===== src/rtl/tl_ul_arbiter_2to1.sv =====
// Two-master to one-slave TL-UL arbiter: round-robin A-channel grant with burst
// locking, D-channel steering by source MSB, per-master outstanding throttling.

module tl_ul_arbiter_inflight #(
    parameter int unsigned MAX_INFLIGHT = 4,
    localparam int unsigned CW = $clog2(MAX_INFLIGHT + 1)
) (
    input  logic clock,
    input  logic reset,
    input  logic inc,
    input  logic dec,
    output logic full
);
    logic [CW-1:0] count;

    // Simultaneous issue and retire leave the count untouched.
    always_ff @(posedge clock or posedge reset) begin
        if (reset)
            count <= '0;
        else if (inc && !dec)
            count <= count + 1'b1;
        else if (dec && !inc && count != '0)
            count <= count - 1'b1;
    end

    assign full = (count >= CW'(MAX_INFLIGHT));

    decAtZero: assert property (@(posedge clock) disable iff (reset)
        !(dec && !inc && count == '0));
endmodule

module tl_ul_arbiter_2to1 #(
    parameter int unsigned MAX_INFLIGHT = 4,
    parameter int unsigned SRC_W        = 4
) (
    input  logic             clock,
    input  logic             reset,

    input  logic             m0_a_valid,
    output logic             m0_a_ready,
    input  logic [2:0]       m0_a_opcode,
    input  logic [2:0]       m0_a_param,
    input  logic [2:0]       m0_a_size,
    input  logic [SRC_W-1:0] m0_a_source,
    input  logic [31:0]      m0_a_address,
    input  logic [3:0]       m0_a_mask,
    input  logic [31:0]      m0_a_data,

    input  logic             m1_a_valid,
    output logic             m1_a_ready,
    input  logic [2:0]       m1_a_opcode,
    input  logic [2:0]       m1_a_param,
    input  logic [2:0]       m1_a_size,
    input  logic [SRC_W-1:0] m1_a_source,
    input  logic [31:0]      m1_a_address,
    input  logic [3:0]       m1_a_mask,
    input  logic [31:0]      m1_a_data,

    output logic             s_a_valid,
    input  logic             s_a_ready,
    output logic [2:0]       s_a_opcode,
    output logic [2:0]       s_a_param,
    output logic [2:0]       s_a_size,
    output logic [SRC_W:0]   s_a_source,
    output logic [31:0]      s_a_address,
    output logic [3:0]       s_a_mask,
    output logic [31:0]      s_a_data,

    input  logic             s_d_valid,
    output logic             s_d_ready,
    input  logic [2:0]       s_d_opcode,
    input  logic [1:0]       s_d_param,
    input  logic [2:0]       s_d_size,
    input  logic [SRC_W:0]   s_d_source,
    input  logic             s_d_sink,
    input  logic             s_d_denied,
    input  logic             s_d_corrupt,
    input  logic [31:0]      s_d_data,

    output logic             m0_d_valid,
    input  logic             m0_d_ready,
    output logic [2:0]       m0_d_opcode,
    output logic [1:0]       m0_d_param,
    output logic [2:0]       m0_d_size,
    output logic [SRC_W-1:0] m0_d_source,
    output logic             m0_d_sink,
    output logic             m0_d_denied,
    output logic             m0_d_corrupt,
    output logic [31:0]      m0_d_data,

    output logic             m1_d_valid,
    input  logic             m1_d_ready,
    output logic [2:0]       m1_d_opcode,
    output logic [1:0]       m1_d_param,
    output logic [2:0]       m1_d_size,
    output logic [SRC_W-1:0] m1_d_source,
    output logic             m1_d_sink,
    output logic             m1_d_denied,
    output logic             m1_d_corrupt,
    output logic [31:0]      m1_d_data
);
    typedef struct packed {
        logic [2:0]       opcode;
        logic [2:0]       param;
        logic [2:0]       size;
        logic [SRC_W-1:0] source;
        logic [31:0]      address;
        logic [3:0]       mask;
        logic [31:0]      data;
    } aReq_t;

    function automatic logic [5:0] aBeats(input logic [2:0] opcode, input logic [2:0] size);
        if ((opcode == 3'd0 || opcode == 3'd1) && size > 3'd2)
            return 6'd1 << (size - 3'd2);
        return 6'd1;
    endfunction

    function automatic logic [5:0] dBeats(input logic [2:0] opcode, input logic [2:0] size);
        if (opcode == 3'd1 && size > 3'd2)
            return 6'd1 << (size - 3'd2);
        return 6'd1;
    endfunction

    aReq_t [1:0] mReq;
    logic  [1:0] mAValid, mAReady, mDReady, mDValid;
    logic  [1:0] elig, full, inc, dec;

    logic       lockQ, lockD, lockIdQ, lockIdD;
    logic       lastGrantQ, lastGrantD;
    logic       holdQ, holdD, holdIdQ, holdIdD;
    logic [5:0] aBeatCntQ, aBeatCntD, dBeatCntQ, dBeatCntD;
    logic [5:0] aBeatsNow, dBeatsNow;
    logic       grant, aFire, aFirst, dId, dFire, dLast;

    assign mReq[0] = '{opcode: m0_a_opcode, param: m0_a_param, size: m0_a_size,
                       source: m0_a_source, address: m0_a_address, mask: m0_a_mask,
                       data: m0_a_data};
    assign mReq[1] = '{opcode: m1_a_opcode, param: m1_a_param, size: m1_a_size,
                       source: m1_a_source, address: m1_a_address, mask: m1_a_mask,
                       data: m1_a_data};
    assign mAValid = {m1_a_valid, m0_a_valid};
    assign mDReady = {m1_d_ready, m0_d_ready};

    assign dId       = s_d_source[SRC_W];
    assign aBeatsNow = aBeats(mReq[grant].opcode, mReq[grant].size);
    assign dBeatsNow = dBeats(s_d_opcode, s_d_size);

    // Per-master eligibility, throttling and D steering
    for (genvar g = 0; g < 2; g++) begin : gMaster
        assign elig[g]    = mAValid[g] & (~full[g] | (lockQ & (lockIdQ == 1'(g))));
        assign mAReady[g] = ~reset & s_a_ready & (grant == 1'(g)) & elig[g];
        assign mDValid[g] = ~reset & s_d_valid & (dId == 1'(g));
        assign inc[g]     = aFirst & (grant == 1'(g));
        assign dec[g]     = dFire & dLast & (dId == 1'(g));

        tl_ul_arbiter_inflight #(.MAX_INFLIGHT(MAX_INFLIGHT)) uInflight (
            .clock (clock),
            .reset (reset),
            .inc   (inc[g]),
            .dec   (dec[g]),
            .full  (full[g])
        );
    end

    always_ff @(posedge clock or posedge reset) begin
        if (reset) begin
            lockQ      <= 1'b0;
            lockIdQ    <= 1'b0;
            lastGrantQ <= 1'b1;
            holdQ      <= 1'b0;
            holdIdQ    <= 1'b0;
            aBeatCntQ  <= '0;
            dBeatCntQ  <= '0;
        end else begin
            lockQ      <= lockD;
            lockIdQ    <= lockIdD;
            lastGrantQ <= lastGrantD;
            holdQ      <= holdD;
            holdIdQ    <= holdIdD;
            aBeatCntQ  <= aBeatCntD;
            dBeatCntQ  <= dBeatCntD;
        end
    end

    always_comb begin
        lockD      = lockQ;
        lockIdD    = lockIdQ;
        lastGrantD = lastGrantQ;
        aBeatCntD  = aBeatCntQ;
        dBeatCntD  = dBeatCntQ;
        // A stalled offer keeps its grant until it is accepted.
        holdD      = s_a_valid & ~s_a_ready;
        holdIdD    = grant;
        if (aFirst) begin
            lastGrantD = grant;
            if (aBeatsNow > 6'd1) begin
                lockD     = 1'b1;
                lockIdD   = grant;
                aBeatCntD = aBeatsNow - 6'd1;
            end
        end else if (aFire) begin
            aBeatCntD = aBeatCntQ - 6'd1;
            if (aBeatCntQ == 6'd1)
                lockD = 1'b0;
        end
        if (dFire)
            dBeatCntD = (dBeatCntQ == '0) ? dBeatsNow - 6'd1 : dBeatCntQ - 6'd1;
    end

    always_comb begin
        if (lockQ)
            grant = lockIdQ;
        else if (holdQ)
            grant = holdIdQ;
        else if (elig[0] && elig[1])
            grant = ~lastGrantQ;
        else
            grant = elig[1];

        s_a_valid   = ~reset & elig[grant];
        s_a_opcode  = mReq[grant].opcode;
        s_a_param   = mReq[grant].param;
        s_a_size    = mReq[grant].size;
        s_a_source  = {grant, mReq[grant].source};
        s_a_address = mReq[grant].address;
        s_a_mask    = mReq[grant].mask;
        s_a_data    = mReq[grant].data;
        aFire       = s_a_valid & s_a_ready;
        aFirst      = aFire & ~lockQ;

        s_d_ready   = ~reset & mDReady[dId];
        dFire       = s_d_valid & s_d_ready;
        dLast       = (dBeatCntQ == '0) ? (dBeatsNow == 6'd1) : (dBeatCntQ == 6'd1);
    end

    assign m0_a_ready   = mAReady[0];
    assign m1_a_ready   = mAReady[1];
    assign m0_d_valid   = mDValid[0];
    assign m1_d_valid   = mDValid[1];

    assign m0_d_opcode  = s_d_opcode;
    assign m0_d_param   = s_d_param;
    assign m0_d_size    = s_d_size;
    assign m0_d_source  = s_d_source[SRC_W-1:0];
    assign m0_d_sink    = s_d_sink;
    assign m0_d_denied  = s_d_denied;
    assign m0_d_corrupt = s_d_corrupt;
    assign m0_d_data    = s_d_data;

    assign m1_d_opcode  = s_d_opcode;
    assign m1_d_param   = s_d_param;
    assign m1_d_size    = s_d_size;
    assign m1_d_source  = s_d_source[SRC_W-1:0];
    assign m1_d_sink    = s_d_sink;
    assign m1_d_denied  = s_d_denied;
    assign m1_d_corrupt = s_d_corrupt;
    assign m1_d_data    = s_d_data;
endmodule


===== config.mk =====
export PLATFORM = sky130hd
export DESIGN_NAME = tl_ul_arbiter_2to1
export DESIGN_NICKNAME = d
export VERILOG_FILES = /design/src/rtl/tl_ul_arbiter_2to1.sv
export SDC_FILE = /design/constraint.sdc
export NUM_CORES = 1
export LEC_CHECK = 0
export CAP_MARGIN = 25
export CORE_AREA = 2 2 154 156
export CTS_CLUSTER_DIAMETER = 80
export DETAILED_ROUTE_END_ITERATION = 10
export DIE_AREA = 0 0 156 158
export GPL_ROUTABILITY_DRIVEN = 1
export HOLD_SLACK_MARGIN = 0.08
export PLACE_DENSITY = 0.58
export SYNTH_ARGS = -nofsm -noshare
export SYNTH_HDL_FRONTEND = slang
export SYNTH_SLANG_ARGS = --single-unit

===== constraint.sdc =====
create_clock -name clock -period 2.7 [get_ports clock]
set_clock_uncertainty 0.1 [all_clocks]
set_input_delay 0.54 -clock clock [delete_from_list [all_inputs] [get_ports clock]]
set_output_delay 0.54 -clock clock [all_outputs]
set_load 0.02 [all_outputs]

Yosys cells after proc, flatten, opt, wreduce, memory -nomap -nowiden:

Cells that the tools add are included.

* register bits after elaboration: 23
* input port bits: 218
* output and inout port bits: 182
* logic and storage cells: 121

* add/subtract/negate cells: 10
* order comparisons: 7
* equal/unequal tests: 6
* shift-type cells: 2
* multiplexer cells: 28
* bitwise operators: 34
* reductions and logical operators: 25

Operators with widths (number)
* $mux 81: 2
* $mux 6: 8
* $sub 6x1->6 const B: 4
* $and 1x1->1: 23
* $eq 6x1->1 const B: 3
* $mux 1: 14
* $mux 3: 4
* $shl 1x3->6 const A: 2
* $logic_and 1x1->1: 9
* $not 1->1: 9
* $reduce_bool 2->1: 4
* $add 3x1->3 const B: 2
* $eq 3x1->1 const B: 2
* $ge 3x3->1 const B: 2
* $gt 3x2->1 const B: 2
* $gt 6x1->1 const B: 1
* $logic_not 6->1: 1
* $reduce_bool 3->1: 2
* $sub 3x1->3 const B: 2
* $sub 3x2->3 const B: 2
* $logic_not 1->1: 4
* $lt 1x2->1 const B: 2
* $reduce_and 2->1: 2
* $logic_not 3->1: 1
* other kinds (4): 5

Logic depth before layout (Yosys ltp):

* depth after elaboration: 19
* gate-level depth with buffers: 17
* depth with buffers taken out: 16

Hierarchy:

From an unflattened synthesis, not the netlist that was laid out.

* cell total of the unflattened synthesis: 608
* area, all modules: 3774.9 µm²

By module, submodules not included
* tl_ul_arbiter_2to1: times used 1, cells an instance 562, area each 3349.5 µm², sequential area each 426.7 µm²
* tl_ul_arbiter_inflight: times used 2, cells an instance 23, area each 212.7 µm², sequential area each 75.1 µm²

Worst setup path after synthesis:

OpenSTA, ideal clock, no wires.

* path type: in2reg
* start: input s_d_size[1]
* end: register gMaster[0].uInflight.count[1]
* library setup time: 0.080 ns
* arrival: 3.592 ns
* required time: 2.520 ns
* setup slack: -1.073 ns
* stages on the path: 17
* path buffers: 1
* cell sequence: inv_1 -> ha_1 -> nor4b_2 -> o21ai_0 -> o21ba_2 -> inv_1 -> ha_1 -> mux2i_1 -> nor4_4 -> and3b_1 -> buf_6 -> a2111oi_2 -> inv_1 -> fa_1 -> o211ai_2 -> mux2_4 -> o211ai_2

* word-level cells in the longest chain between the ends: 11
* elaborated cells between the ends (all ways): 17
* classes of those cells: add/sub: 1; order compare: 1; eq/ne: 1; shift: 1; mux: 5; bitwise: 2; reduce/logical: 6

RTL lines
* start: declaration: line 73 `input logic [2:0] s_d_size,`
* $sub 3x2->3 / $gt 3x2->1 (equally long branches): line 120, 119
* $shl 1x3->6 / $logic_and 1x1->1 (equally long branches): line 120, 119
* $mux 6 / $mux 1 (equally long branches): line 119 `if (opcode == 3'd1 && size > 3'd2)`
* $mux 6 (*): line 121 `return 6'd1;`
* $eq 6x1->1 (*): line 233 `dLast = (dBeatCntQ == '0) ? (dBeatsNow == 6'd1) : (dBeatCntQ == 6'd1);`
* $mux 1 (*): line 233
* $and 1x1->1 (*) (2 in series): line 154 `assign dec[g] = dFire & dLast & (dId == 1'(g));`
* $logic_not 1->1 / $logic_and 1x1->1 (equally long branches): line 20, 22
* $logic_and 1x1->1 (on tied branches): line 20, 22
* $mux 3 / $reduce_bool 2->1 (equally long branches)
* end signal: assignment: line 21 `count <= count + 1'b1;`
* end signal: assignment: line 23 `count <= count - 1'b1;`
* end: declaration: line 14 `logic [CW-1:0] count;`

Mark *: on every way between the ends. The rest lies on a longest branch, timed or not. The select of a mux whose other input is x is not followed.
A chain may end at the register's enable or synchronous reset.

Worst setup path in the final report:

* start: input s_d_size[2]
* end: register gMaster[0].uInflight.count[1]

The elaborated chain is that of the path after synthesis.

==> results.yml <==
min_path:
  hp-class: "reg2reg"
  whs_endpoint: "aBeatCntQ[5]$_DFFE_PP0P_"
  whs_path_depth: 1
  min-delay-start: "aBeatCntQ[5]$_DFFE_PP0P_"
setup_path:
  slowest_delay_ps: 570
  path_depth: 16
  worstSetupPathType: "in2reg"
  r2r-start: "lastGrantQ$_DFFE_PP1N_"
  worst-path-buf-inv: 4
  crit_chain: "buf_12 > inv_12 > ha_4 > nor4b_4 > buf_4 > nand4_1 > ha_4 > mux2i_4 > nor4_4 > and3b_2 > a2111oi_4 > inv_1 > fa_2 > o211ai_2 > mux2_4 > o211ai_2"
  critical-path-slowest-cell: "fa_2"
  cp_data_required_time_ps: 2780
  path_delay_family: "adder cells"
  start_kind: "input port"
  reg2reg_to: "aBeatCntQ[1]$_DFFE_PP0P_"
  reg2regPathDepth: 12
  end_kind: "register"
  r2r_setup_slack_ps: -340
  cp_max_fo: 2
  worstPathArrival_ps: 3560
finish:
  fin_area_mm2: 0.00851
  final_cells: 1055
  area_growth_pct: 123
  layout-drive-gt1-share: 0.504
  layout.nets: 994
sta:
  final_hold_viol_count: 0
  worst_pin_slew_ps: 555
  setup_slack_ps: -775
  setup_violations: 97
  fin_crit_ps: 3470
  fin_crit_sh: 1.29
  slew_violations: 0
  rsz0062_at_grt: "true"
  relSlewSlack: 0.627
  fin_setup_tns_ps: -26070
  fmax_mhz: 288
logic_synthesis:
  synth_top_area_frac: 0.242
  avgSynthCellArea_um2: 8.63
  yosys.cell_types.count: 72
  yosys-top-cells-count: "buf_4 (95), mux2_2 (82), nand2_1 (29)"
  yosys_warnings: 0
  synth_seq_cells: 23
  synth_edf_count: 0
  netlist_instances: 442
  ys_seq_area_frac: 0.151
  synthFlopType: "dfrtp_1"
  synth_largest_area_cell: "mux2_2"
  async_reset_ff_frac: 1.00
  synth_most_common_cell: "buf_4"
  synth_nets: 671
  synth_area_mm2: 0.00382
  yosys-top-cells-area: "mux2_2 (24%), buf_4 (19%), dfrtp_1 (14%), ha_1 (3.0%), nand2_1 (2.9%)"
routing:
  drc: 0
  ant_nets: 0
  finalWirelength_um: 19100
  drtIter0Drc: 231
  dr.pass1.iters: 4
  wire_per_inst_um: 18.1
  routed_via_density: 4.18
  via_count: 4413
clocking:
  cts_hold_buf: 0
  clkTransAtPathRegs_ps: 60
  cts_root_buffer: "clkbuf_16"
  cts-buffers-inserted: 3
  htreeDepth: 1
  clk_latency_ps: 250
  cts_tree: "built"
  cts_sinks: 23
  clockBufferDepth: 2
power:
  switching_share: 0.385
  finalPower_w: 0.00425
  power.density_mw_per_mm2: 500
  irDropWorstVdd_mv: 0.246
  leakagePower_nw: 3.92
  p_seq_frac: 0.139
  intPower_w: 0.00262
  power.net_switching_w: 0.00164
  comb_power_share: 0.784
  clockPowerShare: 0.077
placed_design:
  placed_area_mm2: 0.00695
  io_buffers: 276
  dp_cells: 983
  gp_congestion: 0.808
  dp_hpwl_um: 14300
grt:
  grt_max_degree: 24
  first_global_vias: 4540
  grt_pass1_wl_um: 26600
  track_usage: 0.142
  grt_antenna_before_repair: 1
  grt_overflow_total: 0
floorplanning:
  num_io_pins: 400
  die_y_um: 158
  die_area_mm2: 0.0246
  start_util: 0.166
  die_w_um: 156
  num_rows: 56
  core-area_mm2: 0.0231
status:
  status: "complete, but fails checks"
  violations: "setup timing"
run:
  cap_violations: 0
area by class of cell:
| class | count | area, um2 |
|---|---|---|
| Fill cell | 2312 | 14500 |
| Timing Repair Buffer | 427 | 4430 |
| Multi-Input combinational cell | 293 | 2970 |
| Sequential cell | 23 | 577 |
| Tap cell | 290 | 363 |
| Inverter | 17 | 91.3 |
| Clock buffer | 4 | 78.8 |
| Antenna cell | 1 | 2.50 |
what timing repair did:
action                     4_1_cts  5_1_grt
cloned                          10        0
resized for setup              573      150
buffers inserted                56       24
setup endpoints to repair      103      102
pin swaps                       22       20
worst max path at each step:
stage	from	end	slack (ps)
floorplan	s_d_size[2]	gMaster[0].uInflight.count[1]$_DFFE_PP0P_	-950
global placement	s_d_size[1]	gMaster[0].uInflight.count[1]$_DFFE_PP0P_	-1530
detailed placement	s_d_size[2]	gMaster[0].uInflight.count[1]$_DFFE_PP0P_	-1590
CTS	s_d_size[2]	gMaster[0].uInflight.count[1]$_DFFE_PP0P_	-750
global route	s_d_size[2]	gMaster[0].uInflight.count[1]$_DFFE_PP0P_	-950
finish	s_d_size[2]	gMaster[0].uInflight.count[1]$_DFFE_PP0P_	-770
stage by stage:
step,utilization,hold WS [ps],setup slack (ps)
floorplan,-,351,-950
global placement,0.302,373,-1530
detailed placement,0.302,381,-1590
CTS,0.351,399,-747
global route,0.369,425,-948
finish,0.369,413,-775
sequential cells by signal, indices dropped and copies added (netlist names):
name / count
dBeatCntQ: 6
gMaster.uInflight.count: 6
lockIdQ: 1
aBeatCntQ: 6
holdIdQ: 1
lastGrantQ: 1
lockQ: 1
holdQ: 1
power groups by stage:
stage,clock (W),sequential (W),combinational [W]
floorplan,0,0.000575,0.00145
global placement,0,0.000592,0.00241
detailed placement,0,0.000591,0.00241
CTS,0.000346,0.000586,0.00308
global route,0.000357,0.000610,0.00356
finish,0.000328,0.000590,0.00334
per-layer routing:
| layer | track usage | up-vias | wire [um] |
|---|---|---|---|
| li1 | - | 2137 | - |
| met1 | 0.170 | 2051 | 7240 |
| met2 | 0.256 | 213 | 10200 |
| met3 | 0.0411 | 12 | 1480 |
| met4 | 0.0218 | 0 | 201 |
| met5 | 0 | - | 0 |
layout by cell type (no fill, tap or decap), types with 3 or more instances in the layout:
master,n
a21oi_1,10
a31oi_1,5
and3_1,3
buf_12,13
buf_16,5
buf_4,93
buf_6,120
buf_8,6
clkbuf_16,3
clkdlybuf4s50_1,181
dfrtp_1,22
dlygate4sd2_1,6
ha_1,5
ha_4,4
inv_1,12
mux2_4,82
mux2i_1,5
nand2_1,24
nand2_2,3
nand2b_1,3
nand3_1,7
nor2_1,22
nor2b_1,3
nor3_1,9
nor4_1,4
o211ai_1,4
o21ai_0,9
o21ai_1,7
o21ai_2,3
xnor2_1,3
kinds of logic (layout without fill, tap and decap cells):
| logic type | after synthesis | after routing | synth area share |
|---|---|---|---|
| buffers and inverters | 127 | 448 | 0.227 |
| multiplexers | 92 | 92 | 0.274 |
| AO/OA/AOI/OAI | 76 | 77 | 0.148 |
| other | 0 | 1 | 0 |
| AND/OR/NAND/NOR | 108 | 108 | 0.149 |
| flip-flops | 23 | 23 | 0.151 |
| XOR/XNOR | 5 | 5 | 0.0115 |
| adder cells (fa/ha/maj) | 11 | 11 | 0.0400 |
Note: power is estimated with default switching activity, not from simulation.
